### config.mk
export PLATFORM = sky130hd
export DESIGN_NAME = mmio_target_responder_flat
export DESIGN_NICKNAME = d
export VERILOG_FILES = /design/src/rtl/mmio_target_responder_if.sv /design/src/rtl/mmio_target_responder.sv /design/src/flat_wrapper.sv
export SDC_FILE = /design/constraint.sdc
export NUM_CORES = 1
export LEC_CHECK = 0
export BUFFER_PORTS_ARGS = -buffer_cell sky130_fd_sc_hd__buf_4
export CAP_MARGIN = 20
export CORE_ASPECT_RATIO = 1.4
export CORE_MARGIN = 2
export CORE_UTILIZATION = 35
export CTS_CLUSTER_SIZE = 8
export DETAILED_ROUTE_END_ITERATION = 16
export SLEW_MARGIN = 10
export SYNTH_ARGS = -nofsm -noshare
export SYNTH_HDL_FRONTEND = slang
export SYNTH_SLANG_ARGS = --single-unit
### constraint.sdc
create_clock -name clk -period 19.6 [get_ports clk]
set_clock_uncertainty 0.05 [all_clocks]
set_input_delay 2.94 -clock clk [delete_from_list [all_inputs] [get_ports clk]]
set_output_delay 2.94 -clock clk [all_outputs]
set_load 0.005 [all_outputs]
### src/rtl/mmio_target_responder_if.sv
// Bus bundle between an initiator and one decoded-region target.
//
// Handshake (four-phase, level request / pulse response):
//   The initiator raises req with cs_n low and holds we/address/wdata
//   steady until the target accepts the request on a rising clock edge.
//   After the programmed wait states, the target pulses ready for exactly
//   one cycle. rdata and err are valid only in that cycle. The initiator
//   keeps req high until it has seen ready, then lowers it. busy stays high
//   from acceptance until the target has observed req low. A new request
//   is accepted no earlier than one cycle after req falls.
interface mmio_target_responder_if;
  logic        cs_n;
  logic        req;
  logic        we;
  logic [31:0] address;
  logic [31:0] wdata;
  logic [31:0] rdata;
  logic        ready;
  logic        err;
  logic        busy;

  modport master (
    output cs_n, req, we, address, wdata,
    input  rdata, ready, err, busy
  );

  modport slave (
    input  cs_n, req, we, address, wdata,
    output rdata, ready, err, busy
  );
endinterface

### src/rtl/mmio_target_responder.sv
// Target side of one decoded MMIO region. It accepts a request qualified by
// the active-low select and latches the command. After WAIT_STATES idle
// cycles it answers with a one-cycle ready strobe carrying rdata/err.
// Register 0 is a read-only ID. Registers 1..NUM_REGS-1 are read/write.
module mmio_target_responder #(
  parameter logic [31:0] BASE        = 32'h4802_2000,
  parameter int          WIN_BYTES   = 4096,
  parameter int          NUM_REGS    = 16,
  parameter int          WAIT_STATES = 2,
  parameter logic [31:0] ID_VALUE    = 32'h5541_5254
) (
  input  logic                    clk,
  input  logic                    RESET,
  mmio_target_responder_if.slave  bus,
  output logic [1:0]              dbg_state
);

  localparam int          IDXW   = (NUM_REGS > 1) ? $clog2(NUM_REGS) : 1;
  localparam logic [31:0] WIN_L  = 32'(WIN_BYTES);
  localparam logic [31:0] NREG_L = 32'(NUM_REGS);
  localparam logic [3:0]  WS_L   = 4'(WAIT_STATES);

  typedef enum logic [1:0] {
    ST_IDLE = 2'd0,
    ST_WAIT = 2'd1,
    ST_RESP = 2'd2,
    ST_DONE = 2'd3
  } state_t;

  state_t      state;
  logic [3:0]  wait_cnt;
  logic        we_q;
  logic [31:0] addr_q;
  logic [31:0] wdata_q;
  logic [31:0] rdata_r;
  logic        ready_r;
  logic        err_r;
  logic        busy_r;

  logic [31:0] regs [NUM_REGS];

  // Decode source: the live bus while idle (needed when there are no wait
  // states and the response is formed on the accepting edge), otherwise
  // the latched command so later bus activity cannot disturb it.
  logic [31:0] dec_addr;
  logic        dec_we;
  logic [31:0] dec_offset;
  logic [31:0] dec_word;
  logic [IDXW-1:0] dec_idx;
  logic        dec_out_of_win;
  logic        dec_misaligned;
  logic        dec_unmapped;
  logic        dec_ro_write;
  logic        dec_err;
  logic [31:0] dec_rdata;
  logic        wr_en;

  // Address decode and read-data selection for the pending access.
  always_comb begin
    dec_addr       = (state == ST_IDLE) ? bus.address : addr_q;
    dec_we         = (state == ST_IDLE) ? bus.we      : we_q;
    // Unsigned subtract: addresses below BASE wrap to a huge offset and
    // land out of window instead of aliasing into the register bank.
    dec_offset     = dec_addr - BASE;
    dec_word       = dec_offset >> 2;
    dec_idx        = dec_word[IDXW-1:0];
    dec_out_of_win = (dec_offset >= WIN_L);
    dec_misaligned = (dec_addr[1:0] != 2'b00);
    dec_unmapped   = (dec_word >= NREG_L);
    dec_ro_write   = dec_we && (dec_word == 32'd0);
    dec_err        = dec_out_of_win || dec_misaligned || dec_unmapped || dec_ro_write;
    dec_rdata      = 32'd0;
    if (!dec_err && !dec_we) begin
      dec_rdata = (dec_idx == '0) ? ID_VALUE : regs[dec_idx];
    end
  end

  // A write commits at the end of the single response cycle, and only when
  // the decode was clean.
  assign wr_en = (state == ST_RESP) && we_q && !dec_err;

  // Register bank storage. Entry 0 is shadowed by ID_VALUE on reads and is
  // never written because a write to offset 0 decodes as an error.
  always_ff @(posedge clk or posedge RESET) begin
    if (RESET) begin
      for (int i = 0; i < NUM_REGS; i++) begin
        regs[i] <= 32'd0;
      end
    end else if (wr_en) begin
      regs[dec_idx] <= wdata_q;
    end
  end

  // Transaction FSM with registered ready/err/rdata/busy.
  always_ff @(posedge clk or posedge RESET) begin
    if (RESET) begin
      state    <= ST_IDLE;
      wait_cnt <= 4'd0;
      we_q     <= 1'b0;
      addr_q   <= 32'd0;
      wdata_q  <= 32'd0;
      rdata_r  <= 32'd0;
      ready_r  <= 1'b0;
      err_r    <= 1'b0;
      busy_r   <= 1'b0;
    end else begin
      // Response fields are strobes: they are held only in the RESP cycle.
      ready_r <= 1'b0;
      err_r   <= 1'b0;
      rdata_r <= 32'd0;
      case (state)
        ST_IDLE: begin
          if (bus.req && !bus.cs_n) begin
            we_q     <= bus.we;
            addr_q   <= bus.address;
            wdata_q  <= bus.wdata;
            busy_r   <= 1'b1;
            wait_cnt <= WS_L;
            if (WS_L == 4'd0) begin
              state   <= ST_RESP;
              ready_r <= 1'b1;
              err_r   <= dec_err;
              rdata_r <= dec_rdata;
            end else begin
              state <= ST_WAIT;
            end
          end
        end
        ST_WAIT: begin
          if (wait_cnt <= 4'd1) begin
            wait_cnt <= 4'd0;
            state    <= ST_RESP;
            ready_r  <= 1'b1;
            err_r    <= dec_err;
            rdata_r  <= dec_rdata;
          end else begin
            wait_cnt <= wait_cnt - 4'd1;
          end
        end
        ST_RESP: begin
          state <= ST_DONE;
        end
        ST_DONE: begin
          // Stay here while the initiator still holds req, so one request
          // produces exactly one ready pulse.
          if (!bus.req) begin
            state  <= ST_IDLE;
            busy_r <= 1'b0;
          end
        end
        default: begin
          state  <= ST_IDLE;
          busy_r <= 1'b0;
        end
      endcase
    end
  end

  assign bus.rdata = rdata_r;
  assign bus.ready = ready_r;
  assign bus.err   = err_r;
  assign bus.busy  = busy_r;
  assign dbg_state = state;

endmodule

### src/flat_wrapper.sv
// flat-port wrapper written by rule: the top's interface ports become plain ports
module mmio_target_responder_flat 
#(
  parameter logic [31:0] BASE        = 32'h4802_2000,
  parameter int          WIN_BYTES   = 4096,
  parameter int          NUM_REGS    = 16,
  parameter int          WAIT_STATES = 2,
  parameter logic [31:0] ID_VALUE    = 32'h5541_5254
)
  (clk, RESET, dbg_state, bus_cs_n, bus_req, bus_we, bus_address, bus_wdata, bus_rdata, bus_ready, bus_err, bus_busy);
  mmio_target_responder_if bus_i ();
  input  logic clk;
  input  logic RESET;
  output logic [1:0] dbg_state;
  input wire logic [$bits(bus_i.cs_n)-1:0] bus_cs_n;
  input wire logic [$bits(bus_i.req)-1:0] bus_req;
  input wire logic [$bits(bus_i.we)-1:0] bus_we;
  input wire logic [$bits(bus_i.address)-1:0] bus_address;
  input wire logic [$bits(bus_i.wdata)-1:0] bus_wdata;
  output wire logic [$bits(bus_i.rdata)-1:0] bus_rdata;
  output wire logic [$bits(bus_i.ready)-1:0] bus_ready;
  output wire logic [$bits(bus_i.err)-1:0] bus_err;
  output wire logic [$bits(bus_i.busy)-1:0] bus_busy;
  assign bus_i.cs_n = bus_cs_n;
  assign bus_i.req = bus_req;
  assign bus_i.we = bus_we;
  assign bus_i.address = bus_address;
  assign bus_i.wdata = bus_wdata;
  assign bus_rdata = bus_i.rdata;
  assign bus_ready = bus_i.ready;
  assign bus_err = bus_i.err;
  assign bus_busy = bus_i.busy;
  mmio_target_responder #(.BASE(BASE), .WIN_BYTES(WIN_BYTES), .NUM_REGS(NUM_REGS), .WAIT_STATES(WAIT_STATES), .ID_VALUE(ID_VALUE)) u_core (.clk(clk), .RESET(RESET), .bus(bus_i), .dbg_state(dbg_state));
endmodule
== Word-level counts from Yosys, hierarchy flattened ==
Cells that the tools add are included.

* Add/subtract/negate cells: 2
* $mul: 0
* Divide/modulo/power cells: 0
* Magnitude comparators: 5
* Equal/unequal tests: 6
* Shifts and indexed selects: 0
* Mux-type cells: 26
* Bitwise logic cells: 1
* Reductions and logical operators: 22

{| class="wikitable"
|+ Operators by type and width
! cell !! count
|-
| 512-bit bitwise mux || 1
|-
| 32-bit 2-to-1 mux || 8
|-
| 32-bit binary-select mux with 4-bit select || 1
|-
| 32-bit demux with 4-bit select || 1
|-
| 32-bit by 13-bit >= comparator with 1-bit output (second input constant) || 1
|-
| 32-bit logical NOT || 1
|-
| 32-bit by 31-bit subtractor with 32-bit output (second input constant) || 1
|-
| 30-bit by 5-bit >= comparator with 1-bit output (second input constant) || 1
|-
| 4-bit 2-to-1 mux || 2
|-
| 2-bit one-hot mux with 4 select lines || 1
|-
| 4-bit one-hot mux with 2 select lines || 1
|-
| 1-bit 2-to-1 mux || 7
|-
| 1-bit logical AND || 6
|-
| 2-bit 2-to-1 mux || 3
|-
| 3-bit AND reduction || 2
|-
| 2-bit nonzero test || 3
|-
| 5-bit >= comparator (second input constant) || 1
|-
| 5-bit by 1-bit less-than comparator with 1-bit output (second input constant) || 1
|-
| 4-bit inverter with 5-bit output || 1
|-
| 2-bit equality test (second input constant) || 2
|-
| 4-bit by 1-bit <= comparator with 1-bit output (second input constant) || 1
|-
| 4-bit logical NOT || 1
|-
| 2-bit inequality test (second input constant) || 2
|-
| 2-bit AND reduction || 2
|-
| 7 further kinds || 11
|}

* Bits in registers: 618
* Latch bits: 0
* Bits in writable memories: 0
* Memory bits (read-only): 0
* Output and inout port bits: 37
* Word-level logic and storage cells: 87
* Memories kept: 0

== Longest topological paths before layout ==
* Depth in word-level cells: 12
* Depth in mapped cells: 18
* Depth with buffers taken out: 12

== Worst setup path after synthesis ==
Ideal clock, no wire load.

* Path kind: input -> register
* From: in bus_address[13]
* To: reg u_core.regs[0] in the netlist's numbering
* Library setup time: 128 ps
* Data arrival time: 5853 ps
* Setup slack: 13570 ps
* Stages: 12
* Path buffers: 2
* Path through: mux2_2 -> inv_2 -> ha_1 -> nor3b_1 -> o22ai_1 -> nor4_1 -> or3_1 -> nor4_2 -> buf_4 -> nand4_4 -> buf_2 -> mux2_1

* Word-level cells in the longest chain between the ends: 8

{| class="wikitable"
|+ RTL lines
! what !! RTL line !! RTL
|-
| start, declared || flat_wrapper.sv:18 || <nowiki>input wire logic [$bits(bus_i.address)-1:0] bus_address;</nowiki>
|-
| 32-bit 2-to-1 mux * || mmio_target_responder.sv:60 || <nowiki>dec_addr = (state == ST_IDLE) ? bus.address : addr_q;</nowiki>
|-
| 32-bit by 31-bit subtractor with 32-bit output * || mmio_target_responder.sv:64 || <nowiki>dec_offset = dec_addr - BASE;</nowiki>
|-
| 32-bit by 13-bit >= comparator with 1-bit output || mmio_target_responder.sv:67 || <nowiki>dec_out_of_win = (dec_offset >= WIN_L);</nowiki>
|-
| 1-bit logical OR (2 in series) || mmio_target_responder.sv:71 || <nowiki>dec_err = dec_out_of_win || dec_misaligned || dec_unmapped || dec_ro_write;</nowiki>
|-
| 1-bit logical OR * || mmio_target_responder.sv:71 ||
|-
| 1-bit logical NOT * || mmio_target_responder.sv:80 || <nowiki>assign wr_en = (state == ST_RESP) && we_q && !dec_err;</nowiki>
|-
| 1-bit logical AND * || mmio_target_responder.sv:80 ||
|-
| end signal, assigned by index || mmio_target_responder.sv:90 || <nowiki>regs[dec_idx] <= wdata_q;</nowiki>
|-
| end, declared || mmio_target_responder.sv:40 || <nowiki>logic [31:0] regs [NUM_REGS];</nowiki>
|}

Every way passes the cells marked *; elsewhere a longest branch is shown, timed or not.
A chain may end at the register's enable or synchronous reset.

== Worst setup path in the final report ==
* From: in bus_address[13]
* To: reg u_core.regs[390] in the netlist's numbering

The elaborated chain is that of the path after synthesis.

==> flow_summary.ini <==
[power_and_ir_drop]
combPwrFrac_pct = 31.5
clockPowerShare_pct = 31.4
ir_drop_mv = 0.112
p_int_uw = 2490
share_seq_of_total_power_pct = 37.1
p_per_area_nw_per_um2 = 127
power.net_switching_uw = 1600
switching_share_pct = 39.1
p_leak_uw = 0.0156

[timing]
fmax_ghz = 0.153
relSlewSlack_pct = 26.5
grt_setup_unrepaired = no
finalHoldViolCount = 0
period_share_pct = 33.4
slew_viol_final = 0
min_period_ps = 6550
setup_viol = 0
worstMarginPinSlew_ps = 1100
setup_slack_ps = 13050
whs_ps = 433
setup_tns_ps = 0

[worst_setup_path]
arrival_ps = 6970
worstSetupPathType = primary input to register
cp_common_cell = buf_4
required_ps = 20030
slowest_stage = nand4_4
critPathMaxFanout = 32
endpoint_kind = register
path_buf_inv = 3
start_kind = primary input
path_cells = buf_4, mux2_2, inv_2, ha_1, nor3b_1, o22ai_1, nor4_1, or3_1, nor4_4, buf_4, nand4_4, mux2_1
cp_top_family = simple AND/OR/NAND/NOR gates
max_stage_delay_ps = 900

[logic_synthesis]
syn-instance-count = 2475
syn_nets = 2551
synth-seq-area-share_pct = 53.5
syn_avg_cell_area_sq_um = 11.5
netlist_area_sq_um = 28400
synth_top_flop_cell = dfrtp_1
synth_edf_count = 0
synthTopCellsByArea = dfrtp_1 53%, mux2_1 15%, mux2_2 7.8%, nand2_1 6.3%, nand3_1 3.3%
synthArstFlopShare_pct = 100
yosysWarnings = 0
ys_ff_latch = 607
synth_cell_type_count = 53
yosys.area.top_type_share_pct = 53.5
synth_top_area_cell = dfrtp_1

[floorplanning]
row_count = 123
die_height_um = 341
die_area_sq_um = 83500
chipWidth_um = 245
io-pin-count = 106
coreArea_sq_um = 80300
start_util_pct = 35.4

[finish]
final-instance-count-excl-fill = 3562
multiInputGateArea_sq_um = 12400
seqCellArea_sq_um = 15200
nFillCells = 7562
antenna_cells = 0
area_growth_pct = 13.7
layout-drive-gt1-share_pct = 18.2
fin_util_pct = 40.2
final_nets = 2572

[grt]
top_usage_layer = met2
grt_use_total_pct = 19.0
grt_util_met2_pct = 32.2
grt_pass1_wl_um = 123000
grt_max_degree = 198
gr-usage-met1_pct = 24.6
use_met3_pct = 3.12
grt.overflow.total = 0
grt_pass1_vias = 20600
grt_antenna_before_repair = 1

[cts]
cts_tree = yes
h-tree-depth = 3
cts_resized = 0
cts_setup_buffers = 0
clock-sinks = 607
cts_hold_buf = 0
cts_made_buffers = 85
clk_pin_slew_ps = 50
clk_path_buf_depth = 3
cts_root_buffer = clkbuf_16
clk_latency_ps = 620

[drt]
drt-total-wl_um = 78700
drc = 0
via_count = 19800
ant_nets = 0
vias_per_cell = 5.56
drtPass1Iterations = 7
wl_per_cell_um = 22.1
drt_iter0_markers = 1213

[placed_design]
dp_slack_ps = 12420
placedCellCount = 3470
place_congestion = 0.785
io_buffers = 105
post-dp-hpwl_um = 43400

[status]
status = finished clean

[hold_path]
hold_class = register to register

[job]
cap_violations = 0
## final timing paths
path,startpoint,to,slack [ps],cells past startpoint
worst max-delay path,bus_address[13],u_core.regs[390],13050,12
worst min-delay path,u_core.regs[38],u_core.regs[38],430,1
worst max register to register,u_core.dbg_state[0],u_core.regs[390],13910,14
worst min register to register,u_core.regs[38],u_core.regs[38],430,1
max in group asynchronous,RESET,u_core.wdata_q[3],14730,4
min in group asynchronous,RESET,u_core.wait_cnt[0],2430,2
## power by group through the flow
stage | logic, uW | registers [uW] | clock network, uW
final | 1290 | 1520 | 1290
after global routing | 1390 | 1540 | 1370
after CTS | 1290 | 1520 | 1320
after detailed placement | 1280 | 1540 | 0
after global placement | 1270 | 1520 | 0
after floorplan | 924 | 1420 | 0
## cell usage after synthesis (4+ instances only)
cell,count
a2111oi_0,7
a211oi_1,5
a21oi_1,55
a311o_1,6
a311oi_1,61
and3_1,48
and3b_1,4
buf_1,18
buf_2,45
buf_4,6
clkbuf_1,133
dfrtp_1,607
ha_1,7
inv_1,7
mux2_1,378
mux2_2,196
mux2i_1,20
mux4_2,7
nand2_1,478
nand2b_1,5
nand3_1,185
nand4_1,7
nand4_4,10
nor2_1,26
nor3_1,21
nor3b_1,10
nor4_1,35
nor4b_1,4
o21ai_0,23
o22ai_1,5
or4_1,14
xnor2_1,8
## cells in the final DEF, fill, tap and decap left out, types with 6 or more instances in the layout
| cell type | n |
|---|---|
| nand4_4 | 10 |
| mux2i_1 | 16 |
| ha_1 | 6 |
| nor2_1 | 25 |
| mux2_2 | 194 |
| and3_1 | 48 |
| a311oi_1 | 61 |
| inv_1 | 6 |
| a21oi_1 | 55 |
| buf_4 | 134 |
| dfrtp_1 | 607 |
| mux2_1 | 378 |
| o21ai_0 | 23 |
| xnor2_1 | 8 |
| nor3_1 | 20 |
| nand3_1 | 185 |
| nor4_1 | 35 |
| clkbuf_16 | 86 |
| nand4_1 | 7 |
| nand2_1 | 478 |
| mux4_2 | 7 |
| a2111oi_0 | 7 |
| or4_1 | 14 |
| a311o_1 | 6 |
| nor3b_1 | 10 |
## sequential cells by signal, indices dropped and copies added (netlist names)
signal / cells
u_core.regs: 501
u_core.addr_q: 32
u_core.bus.rdata: 32
u_core.wdata_q: 32
u_core.wait_cnt: 4
u_core.dbg_state: 2
u_core.bus.busy: 1
u_core.bus.err: 1
u_core.bus.ready: 1
u_core.we_q: 1
## cell type report
class                   instances  share of cell area (%)
flip-flops and latches        607                    47.0
inverters                       8                   0.105
well taps                    1062                    4.11
clock buffers                  87                    6.67
clock inverters                 4                   0.167
repair buffers                139                    3.45
multi-input cells            1655                    38.5
## layer usage
metal | up-vias | share of wire, % | wire length, um
met5 | - | 0.013 | 10
met4 | 2 | 2.6 | 2050
met3 | 141 | 5.6 | 4410
met2 | 604 | 49 | 38600
met1 | 10300 | 43 | 33600
li1 | 8772 | - | -
## worst register-to-register path, cell delays in order (launching register included)
cell	delay (ps)
dfrtp_1	410
inv_1	120
ha_2	170
buf_4	680
mux2_2	370
inv_2	50
ha_1	210
nor3b_1	170
o22ai_1	490
nor4_1	130
or3_1	450
nor4_4	300
buf_4	360
nand4_4	910
mux2_1	680
## cells by family after synthesis
family,count (synthesis),share of synthesized area [%]
AOI/OAI and AO/OA,181,4.49
xor gates and xnor gates,10,0.308
adders and majority gates,7,0.308
buffers and inverters,213,3.17
DFF,607,53.5
muxes,601,24.0
and+or+nand+nor,856,14.3
## stage by stage
step / instance area, sq um / power, uW
after floorplan: 28400 / 2340
after global placement: 30000 / 2790
after detailed placement: 30100 / 2820
after CTS: 32300 / 4120
after global routing: 32300 / 4300
final: 32300 / 4090
No activity file was read; power rests on OpenSTA's default activity.
